<file path="src/rtl/fdiv_period_meter_if.sv">
`default_nettype none
// ============================================================================
//  Module      : fdiv_period_meter_if
//  Description : Bundles the measurement-side signals of fdiv_period_meter.
//                The master side drives the enable and the tick stream.
//                The slave side (the meter) returns the measured period and
//                its status flags.
//
//  Signals     : en          - measurement enable            (master -> slave)
//                fdclk_in    - divided-clock tick stream     (master -> slave)
//                period      - last measured period, CW bits (slave  -> master)
//                period_vld  - one-cycle pulse on update     (slave  -> master)
//                locked      - division ratio stable         (slave  -> master)
//                err         - mismatch-after-lock / timeout (slave  -> master)
//
//  Parameters  : CW - period width; must match the meter's CW.
//
//  Revision    : 1.0 - initial release
// ============================================================================
interface fdiv_period_meter_if #(
    parameter int CW = 8
);
    logic          en;
    logic          fdclk_in;
    logic [CW-1:0] period;
    logic          period_vld;
    logic          locked;
    logic          err;

    modport master (
        output en,
        output fdclk_in,
        input  period,
        input  period_vld,
        input  locked,
        input  err
    );

    modport slave (
        input  en,
        input  fdclk_in,
        output period,
        output period_vld,
        output locked,
        output err
    );
endinterface

`default_nettype wire

</file>
<file path="src/rtl/fdiv_period_meter.sv">
`default_nettype none
// ============================================================================
//  Module      : fdiv_period_meter
//  Description : Period meter and lock detector for divided-clock tick
//                streams. The meter counts clk cycles between rising edges
//                of fdclk_in. It reports each measured period and asserts
//                locked after LOCK_CNT consecutive matching periods. It
//                pulses err on a mismatch while locked, or when no tick
//                arrives before the counter saturates.
//
//  Ports       : clk     - system clock; all logic runs on posedge
//                rst     - synchronous active-high reset
//                bus_io  - fdiv_period_meter_if.slave:
//                            en, fdclk_in        (inputs)
//                            period, period_vld,
//                            locked, err         (registered outputs)
//
//  Parameters  : CW       - period counter width; the largest measurable
//                           period is 2^CW-1
//                LOCK_CNT - consecutive matching periods needed for lock;
//                           must be at least 2
//
//  Build option: FDIV_PERIOD_METER_TOL_EN
//                  When defined, a period within +/-1 of the reference
//                  counts as a match, and the reference is left unchanged.
//                  When undefined, only an exact match counts.
//
//  Revision    : 1.0 - initial release
// ============================================================================
module fdiv_period_meter #(
    parameter int CW       = 8,
    parameter int LOCK_CNT = 3
) (
    input  wire logic           clk,
    input  wire logic           rst,
    fdiv_period_meter_if.slave  bus_io
);

    // ------------------------------------------------------------------------
    // Constants
    // ------------------------------------------------------------------------
    // The match counter only needs to reach LOCK_CNT (it saturates there).
    localparam int            MW       = $clog2(LOCK_CNT + 1);
    localparam logic [MW-1:0] LOCK_M   = MW'(LOCK_CNT);
    localparam logic [MW-1:0] ONE_M    = MW'(1);
    localparam logic [CW-1:0] CNT_MAX  = {CW{1'b1}};
    localparam logic [CW-1:0] ONE_C    = CW'(1);

    // ------------------------------------------------------------------------
    // State encoding
    // ------------------------------------------------------------------------
    typedef enum logic [1:0] {
        ST_IDLE   = 2'd0,   // waiting for the first tick edge
        ST_ACQ    = 2'd1,   // measuring, collecting matching periods
        ST_LOCKED = 2'd2    // ratio stable
    } state_t;

    // ------------------------------------------------------------------------
    // Registers and next-state values
    // ------------------------------------------------------------------------
    state_t         state_q,      state_d;
    logic           prev_q,       prev_d;
    logic [CW-1:0]  cnt_q,        cnt_d;
    logic [CW-1:0]  ref_q,        ref_d;
    logic [MW-1:0]  match_q,      match_d;
    logic [CW-1:0]  period_q,     period_d;
    logic           period_vld_q, period_vld_d;
    logic           locked_q,     locked_d;
    logic           err_q,        err_d;

    // ------------------------------------------------------------------------
    // Combinational helpers
    // ------------------------------------------------------------------------
    logic           w_edge;         // rising edge of the tick stream
    logic           w_cnt_sat;      // counter sits at its maximum
    logic           w_match;        // current count agrees with the reference
    logic [MW-1:0]  w_match_inc;    // match count + 1, held at LOCK_CNT
    logic [MW-1:0]  w_match_new;    // match count after this edge

    // prev_q resets to 1. A level that is already high when reset
    // releases therefore does not count as an edge.
    assign w_edge    = bus_io.fdclk_in & ~prev_q;
    assign w_cnt_sat = (cnt_q == CNT_MAX);

`ifdef FDIV_PERIOD_METER_TOL_EN
    // Absolute difference between count and reference. Taking the
    // difference in the right order avoids any wrap-around.
    logic [CW-1:0]  w_diff;

    assign w_diff  = (cnt_q >= ref_q) ? (cnt_q - ref_q) : (ref_q - cnt_q);
    assign w_match = (w_diff <= ONE_C);
`else
    assign w_match = (cnt_q == ref_q);
`endif

    // In LOCKED every further match would keep incrementing the counter.
    // Holding it at LOCK_CNT keeps it from wrapping on long locked runs.
    assign w_match_inc = (match_q == LOCK_M) ? match_q : (match_q + ONE_M);
    assign w_match_new = w_match ? w_match_inc : ONE_M;

    // ------------------------------------------------------------------------
    // Next-state and output logic
    // ------------------------------------------------------------------------
    always_comb begin
        // Defaults: hold the state and the measurement. Pulses are low.
        // The free-running counter restarts at 1 on every edge and
        // saturates otherwise.
        state_d      = state_q;
        prev_d       = bus_io.fdclk_in;
        cnt_d        = w_edge    ? ONE_C   :
                       w_cnt_sat ? cnt_q   : (cnt_q + ONE_C);
        ref_d        = ref_q;
        match_d      = match_q;
        period_d     = period_q;
        period_vld_d = 1'b0;
        locked_d     = locked_q;
        err_d        = 1'b0;

        if (!bus_io.en) begin
            // Disabled: drop back to IDLE silently. period holds its value,
            // and prev keeps tracking the input through the default.
            state_d  = ST_IDLE;
            locked_d = 1'b0;
            match_d  = '0;
        end else begin
            case (state_q)
                ST_IDLE: begin
                    // The first edge only starts the counter. There is no
                    // complete period to report yet.
                    if (w_edge) begin
                        state_d = ST_ACQ;
                    end
                end

                ST_ACQ: begin
                    if (w_edge) begin
                        period_d     = cnt_q;
                        period_vld_d = 1'b1;
                        match_d      = w_match_new;
                        // A tolerated near-match keeps the original
                        // reference, so the reference cannot drift.
                        if (!w_match) begin
                            ref_d = cnt_q;
                        end
                        if (w_match_new == LOCK_M) begin
                            state_d  = ST_LOCKED;
                            locked_d = 1'b1;
                        end
                    end else if (w_cnt_sat) begin
                        // No tick within the measurable range.
                        state_d  = ST_IDLE;
                        err_d    = 1'b1;
                        locked_d = 1'b0;
                        match_d  = '0;
                    end
                end

                ST_LOCKED: begin
                    if (w_edge) begin
                        period_d     = cnt_q;
                        period_vld_d = 1'b1;
                        if (w_match) begin
                            match_d = w_match_inc;
                        end else begin
                            // Ratio changed. The offending period becomes
                            // the new reference and counts as the first
                            // match of the next acquisition.
                            state_d  = ST_ACQ;
                            err_d    = 1'b1;
                            locked_d = 1'b0;
                            ref_d    = cnt_q;
                            match_d  = ONE_M;
                        end
                    end else if (w_cnt_sat) begin
                        state_d  = ST_IDLE;
                        err_d    = 1'b1;
                        locked_d = 1'b0;
                        match_d  = '0;
                    end
                end

                default: begin
                    state_d  = ST_IDLE;
                    locked_d = 1'b0;
                    match_d  = '0;
                end
            endcase
        end
    end

    // ------------------------------------------------------------------------
    // State register
    // ------------------------------------------------------------------------
    always_ff @(posedge clk) begin
        if (rst) begin
            state_q      <= ST_IDLE;
            prev_q       <= 1'b1;
            cnt_q        <= '0;
            ref_q        <= '0;
            match_q      <= '0;
            period_q     <= '0;
            period_vld_q <= 1'b0;
            locked_q     <= 1'b0;
            err_q        <= 1'b0;
        end else begin
            state_q      <= state_d;
            prev_q       <= prev_d;
            cnt_q        <= cnt_d;
            ref_q        <= ref_d;
            match_q      <= match_d;
            period_q     <= period_d;
            period_vld_q <= period_vld_d;
            locked_q     <= locked_d;
            err_q        <= err_d;
        end
    end

    // ------------------------------------------------------------------------
    // Outputs (all registered)
    // ------------------------------------------------------------------------
    assign bus_io.period     = period_q;
    assign bus_io.period_vld = period_vld_q;
    assign bus_io.locked     = locked_q;
    assign bus_io.err        = err_q;

endmodule

`default_nettype wire

</file>
<file path="src/flat_wrapper.sv">
// flat-port wrapper written by rule: the top's interface ports become plain ports
module fdiv_period_meter_flat 
#(
    parameter int CW       = 8,
    parameter int LOCK_CNT = 3
)
  (clk, rst, bus_io_en, bus_io_fdclk_in, bus_io_period, bus_io_period_vld, bus_io_locked, bus_io_err);
  fdiv_period_meter_if #(.CW(CW)) bus_io_i ();
  input  wire logic clk;
  input  wire logic rst;
  input wire logic [$bits(bus_io_i.en)-1:0] bus_io_en;
  input wire logic [$bits(bus_io_i.fdclk_in)-1:0] bus_io_fdclk_in;
  output wire logic [$bits(bus_io_i.period)-1:0] bus_io_period;
  output wire logic [$bits(bus_io_i.period_vld)-1:0] bus_io_period_vld;
  output wire logic [$bits(bus_io_i.locked)-1:0] bus_io_locked;
  output wire logic [$bits(bus_io_i.err)-1:0] bus_io_err;
  assign bus_io_i.en = bus_io_en;
  assign bus_io_i.fdclk_in = bus_io_fdclk_in;
  assign bus_io_period = bus_io_i.period;
  assign bus_io_period_vld = bus_io_i.period_vld;
  assign bus_io_locked = bus_io_i.locked;
  assign bus_io_err = bus_io_i.err;
  fdiv_period_meter #(.CW(CW), .LOCK_CNT(LOCK_CNT)) u_core (.clk(clk), .rst(rst), .bus_io(bus_io_i));
endmodule
</file>
<file path="config.mk">
export PLATFORM = sky130hd
export DESIGN_NAME = fdiv_period_meter_flat
export DESIGN_NICKNAME = d
export VERILOG_FILES = /design/src/rtl/fdiv_period_meter_if.sv /design/src/rtl/fdiv_period_meter.sv /design/src/flat_wrapper.sv
export SDC_FILE = /design/constraint.sdc
export NUM_CORES = 1
export LEC_CHECK = 0
export ABC_CLOCK_PERIOD_IN_PS = 2400
export CAP_MARGIN = 20
export CELL_PAD_IN_SITES_DETAIL_PLACEMENT = 1
export CELL_PAD_IN_SITES_GLOBAL_PLACEMENT = 2
export CORE_MARGIN = 2
export CORE_UTILIZATION = 32
export CTS_CLUSTER_DIAMETER = 60
export DETAILED_ROUTE_END_ITERATION = 16
export GPL_TIMING_DRIVEN = 1
export PLACE_DENSITY = 0.77
export SLEW_MARGIN = 20
export SYNTH_ARGS = -nofsm -noshare
export SYNTH_HDL_FRONTEND = slang
export SYNTH_SLANG_ARGS = --single-unit
</file>
<file path="constraint.sdc">
create_clock -name clk -period 2.4 [get_ports clk]
set_input_delay 0.48 -clock clk [delete_from_list [all_inputs] [get_ports clk]]
set_output_delay 0.48 -clock clk [all_outputs]
set_load 0.005 [all_outputs]
</file>
==> parameters.txt <==
Parameter                              Value

Outcome
  Run status    finished clean

Detailed routing
  Antenna Nets Post-Route    0
  Final routed wirelength across all metal layers    around 3800 um
  Detailed Routing Iterations Pass 1    4
  Routed vias    1291
  DR DRC count    0
  Starting DRC count in detailed routing    36
  Via density    5.14
  DR WL/cell    roughly 15 um

Logic synthesis
  Number of distinct library cell variants in the gate-level netlist after synthesis    37
  Number of synthesized register bits    32
  Synth top area share    between 40% and 50%
  Synth area leaders    sky130_fd_sc_hd__dfxtp_1, sky130_fd_sc_hd__nand2_1, sky130_fd_sc_hd__a21oi_1, sky130_fd_sc_hd__mux2i_1, sky130_fd_sc_hd__ha_1
  Synthesized instance count    178
  Cell type contributing the most total cell area after synthesis    sky130_fd_sc_hd__dfxtp_1
  Syn avg cell area    8.72 um2
  Fraction of the yosys area taken by sequential cells    41.3%
  Netlist Area Pre-Place    0.00155 mm2
  Synthesis Warnings    0
  Syn Nets    187

Setup path
  Setup slack on the worst flop-to-flop path    0.37 ns
  Worst Setup Path Type    reg2reg
  Element type at the critical path start    flip-flop
  Terminus of the critical flop-to-flop path    u_core.match_q[0]
  Worst path arrival time    2.21 ns
  Reg-to-reg critical path startpoint    u_core.cnt_q[0]
  Data required, critical path    2.58 ns
  Crit path capture type    flip-flop
  Maximum fanout along the worst path    6
  Depth of the worst register-to-register path    6

Global routing
  Vias in the first global route    1379
  Maximum number of pins on one net before global-route repair    20
  Antenna violations before repair    0
  Total track usage    16.9%
  Overflow after GRT    0
  First-pass GRT wire length    6870 um

Layout
  Number of inserted diodes    0
  Fraction of final layout cells with drive strength greater than 1    12.7%
  Post-layout instance area    about 0.0019 mm2
  P&R area growth vs syn    20.3%
  # nets final    205
  Non-filler instance count after layout    around 250

Floorplan
  Area of the die    0.00542 mm2
  Initial core utilization    33.1%
  Horizontal die dimension    73.6 um
  Placeable Area    0.00469 mm2
  Count of pins on the block boundary    15
  Number of core rows    25
  Die extent in y    73.6 um

Placed design
  Count of buffers from port buffering    14
  Placed Instances    243
  DP HPWL    2900 um
  Setup slack after placement    0.219 ns
  Placed instance area    0.00176 mm2
  Gpl congestion    0.772

Timing
  Sum of negative setup slack    0 ns
  Final worst path period need    2.03 ns
  Pins Over Slew Limit    0
  Period utilisation layout    between 80 and 90%
  Final hold violation count    0
  Fmax    around 0.5 GHz
  RSZ-0062 raised after global routing    false
  Final worst clock skew    0.00386 ns
  Slew at the pin closest to its max-slew limit    just under 0.5 ns
  Worst slew slack as a fraction of its limit    67.5%
  Fin worst setup slack    0.366 ns
  Final setup fails    0

CTS
  Number of buffers inserted during clock tree synthesis    5
  Number of buffers on the longest clock path    2
  CTS tree    yes
  Sink Count    32
  CTS hold repair buffers    0
  Clock tree root driver cell    sky130_fd_sc_hd__clkbuf_8
  Clock latency on the worst-skew pair    0.29 ns
  Number of gates given a new drive strength after cts    0
  Reg clk slew, reported paths    0.07 ns
  H-tree Lvls    2
  Buffer count from post-CTS setup fixing    0

Pwr
  Maximum VDD drop    0.350 mV
  Lkg Pwr    0.683 nW
  Power Density    615 mW/mm2

Hold path
  Worst Hold Launch    u_core.bus_io.period[6]
  Worst Hold Endpoint    u_core.bus_io.period[6]
  Number of cells traversed by the worst hold path    2
  Worst hold-check path type    reg2reg

Run
  Maxcap violations    0
-- synth_stat cells --
cell,n
sky130_fd_sc_hd__a221oi_1,1
sky130_fd_sc_hd__nand4_1,1
sky130_fd_sc_hd__a31oi_2,1
sky130_fd_sc_hd__dfxtp_1,32
sky130_fd_sc_hd__clkbuf_1,5
sky130_fd_sc_hd__or2_2,3
sky130_fd_sc_hd__nand2b_1,3
sky130_fd_sc_hd__o311ai_0,1
sky130_fd_sc_hd__nand3b_1,1
sky130_fd_sc_hd__nor2_1,16
sky130_fd_sc_hd__o41ai_1,1
sky130_fd_sc_hd__and2_1,1
sky130_fd_sc_hd__nor2b_1,3
sky130_fd_sc_hd__and4_2,1
sky130_fd_sc_hd__and3_1,2
sky130_fd_sc_hd__buf_6,2
sky130_fd_sc_hd__xor2_2,1
sky130_fd_sc_hd__ha_1,5
sky130_fd_sc_hd__nor4_4,2
sky130_fd_sc_hd__mux2i_1,10
sky130_fd_sc_hd__a21oi_2,1
sky130_fd_sc_hd__nand2_1,27
sky130_fd_sc_hd__o21ai_0,5
sky130_fd_sc_hd__a211o_1,1
sky130_fd_sc_hd__o2bb2ai_1,1
sky130_fd_sc_hd__xor2_1,7
sky130_fd_sc_hd__buf_2,1
sky130_fd_sc_hd__nand3_2,1
sky130_fd_sc_hd__inv_1,4
sky130_fd_sc_hd__clkbuf_2,2
sky130_fd_sc_hd__nor3_1,7
sky130_fd_sc_hd__nand3_1,4
sky130_fd_sc_hd__a21oi_1,20
sky130_fd_sc_hd__xnor2_1,2
sky130_fd_sc_hd__or3_1,1
sky130_fd_sc_hd__a31oi_1,1
sky130_fd_sc_hd__o221a_1,1
-- cell families (layout without fill, tap and decap cells) --
| group | count (synthesis) | after routing | share of synthesized area, % |
|---|---|---|---|
| multiplexers | 10 | 10 | 6.45 |
| adder cells (fa/ha/maj) | 5 | 5 | 4.03 |
| buffers and inverters | 14 | 33 | 4.60 |
| XOR/XNOR | 10 | 10 | 6.13 |
| AO/OA/AOI/OAI | 34 | 34 | 13.4 |
| flip-flops | 32 | 32 | 41.3 |
| AND/OR/NAND/NOR | 73 | 73 | 24.1 |
-- routing by layer --
metal / share of wire (%) / up-vias / wire (um) / global-route usage (%)
met4: 1.8 / 0 / 70 / 7.88
li1: - / 641 / - / -
met2: 50 / 16 / 1920 / 27.7
met5: 0 / - / 0 / 0
met1: 45 / 627 / 1720 / 20.7
met3: 2.6 / 7 / 99 / 4.12
-- critical path, stage by stage, from the launching register on --
cell                        delay, ns
sky130_fd_sc_hd__dfxtp_1         0.49
sky130_fd_sc_hd__ha_1            0.29
sky130_fd_sc_hd__nand4_1         0.25
sky130_fd_sc_hd__or2_2           0.43
sky130_fd_sc_hd__a31oi_1         0.24
sky130_fd_sc_hd__nand2b_1        0.16
sky130_fd_sc_hd__o2bb2ai_1       0.07
-- worst max-delay path by stage --
stage / start / to / cells after the start
after detailed placement: bus_io_fdclk_in / u_core.ref_q[3] / 7
after floorplan: u_core.cnt_q[2] / u_core.state_q[1] / 6
after global routing: u_core.cnt_q[0] / u_core.match_q[0] / 6
after CTS: u_core.cnt_q[0] / u_core.match_q[0] / 6
after global placement: bus_io_fdclk_in / u_core.ref_q[6] / 7
final: u_core.cnt_q[0] / u_core.match_q[0] / 6
-- state kept, by name (all words and copies together), names as in the netlist --
| name | cells |
|---|---|
| u_core.bus_io.period | 8 |
| u_core.cnt_q | 8 |
| u_core.ref_q | 8 |
| u_core.match_q | 2 |
| u_core.state_q | 2 |
| u_core.bus_io.err | 1 |
| u_core.bus_io.locked | 1 |
| u_core.bus_io.period_vld | 1 |
| u_core.prev_q | 1 |
-- metrics by stage --
step                      util [%]  power, mW  hold WS, ns
after floorplan                  -      0.611        0.446
after detailed placement      37.4      0.638        0.458
final                         39.8       1.15        0.463
after global placement        37.4      0.635        0.451
after global routing          39.8       1.20        0.493
after CTS                     39.8       1.17        0.469
-- layout make-up --
cell class / count / area [um2]
clock buffer: 5 / 68.8
clock inverter: 3 / 42.5
fill: 559 / 2830
inverter: 4 / 15.0
multi-input combinational: 132 / 840
sequential: 32 / 641
tap: 54 / 67.6
timing repair buffer: 21 / 193
-- layout by cell type (no fill, tap or decap), types with 2 or more instances in the layout --
cell type                         Yosys  final
sky130_fd_sc_hd__nor2_1              16     16
sky130_fd_sc_hd__inv_1                4      4
sky130_fd_sc_hd__clkdlybuf4s50_1      0     14
sky130_fd_sc_hd__mux2i_1             10     10
sky130_fd_sc_hd__nor3_1               7      7
sky130_fd_sc_hd__or2_2                3      3
sky130_fd_sc_hd__nand3_1              4      4
sky130_fd_sc_hd__nor4_4               2      2
sky130_fd_sc_hd__xor2_1               7      7
sky130_fd_sc_hd__nor2b_1              3      3
sky130_fd_sc_hd__a21oi_1             20     20
sky130_fd_sc_hd__nand2b_1             3      3
sky130_fd_sc_hd__clkbuf_8             0      5
sky130_fd_sc_hd__dfxtp_1             32     32
sky130_fd_sc_hd__xnor2_1              2      2
sky130_fd_sc_hd__buf_4                0      7
sky130_fd_sc_hd__and3_1               2      2
sky130_fd_sc_hd__nand2_1             27     27
sky130_fd_sc_hd__o21ai_0              5      5
sky130_fd_sc_hd__ha_1                 5      5
-- report_power, final --
| group | switching, mW | total, mW | internal, mW |
|---|---|---|---|
| clock network | 0.216 | 0.523 | 0.307 |
| registers | 0.00938 | 0.546 | 0.537 |
| logic | 0.0459 | 0.0794 | 0.0335 |
No activity file was read; power rests on OpenSTA's default activity.
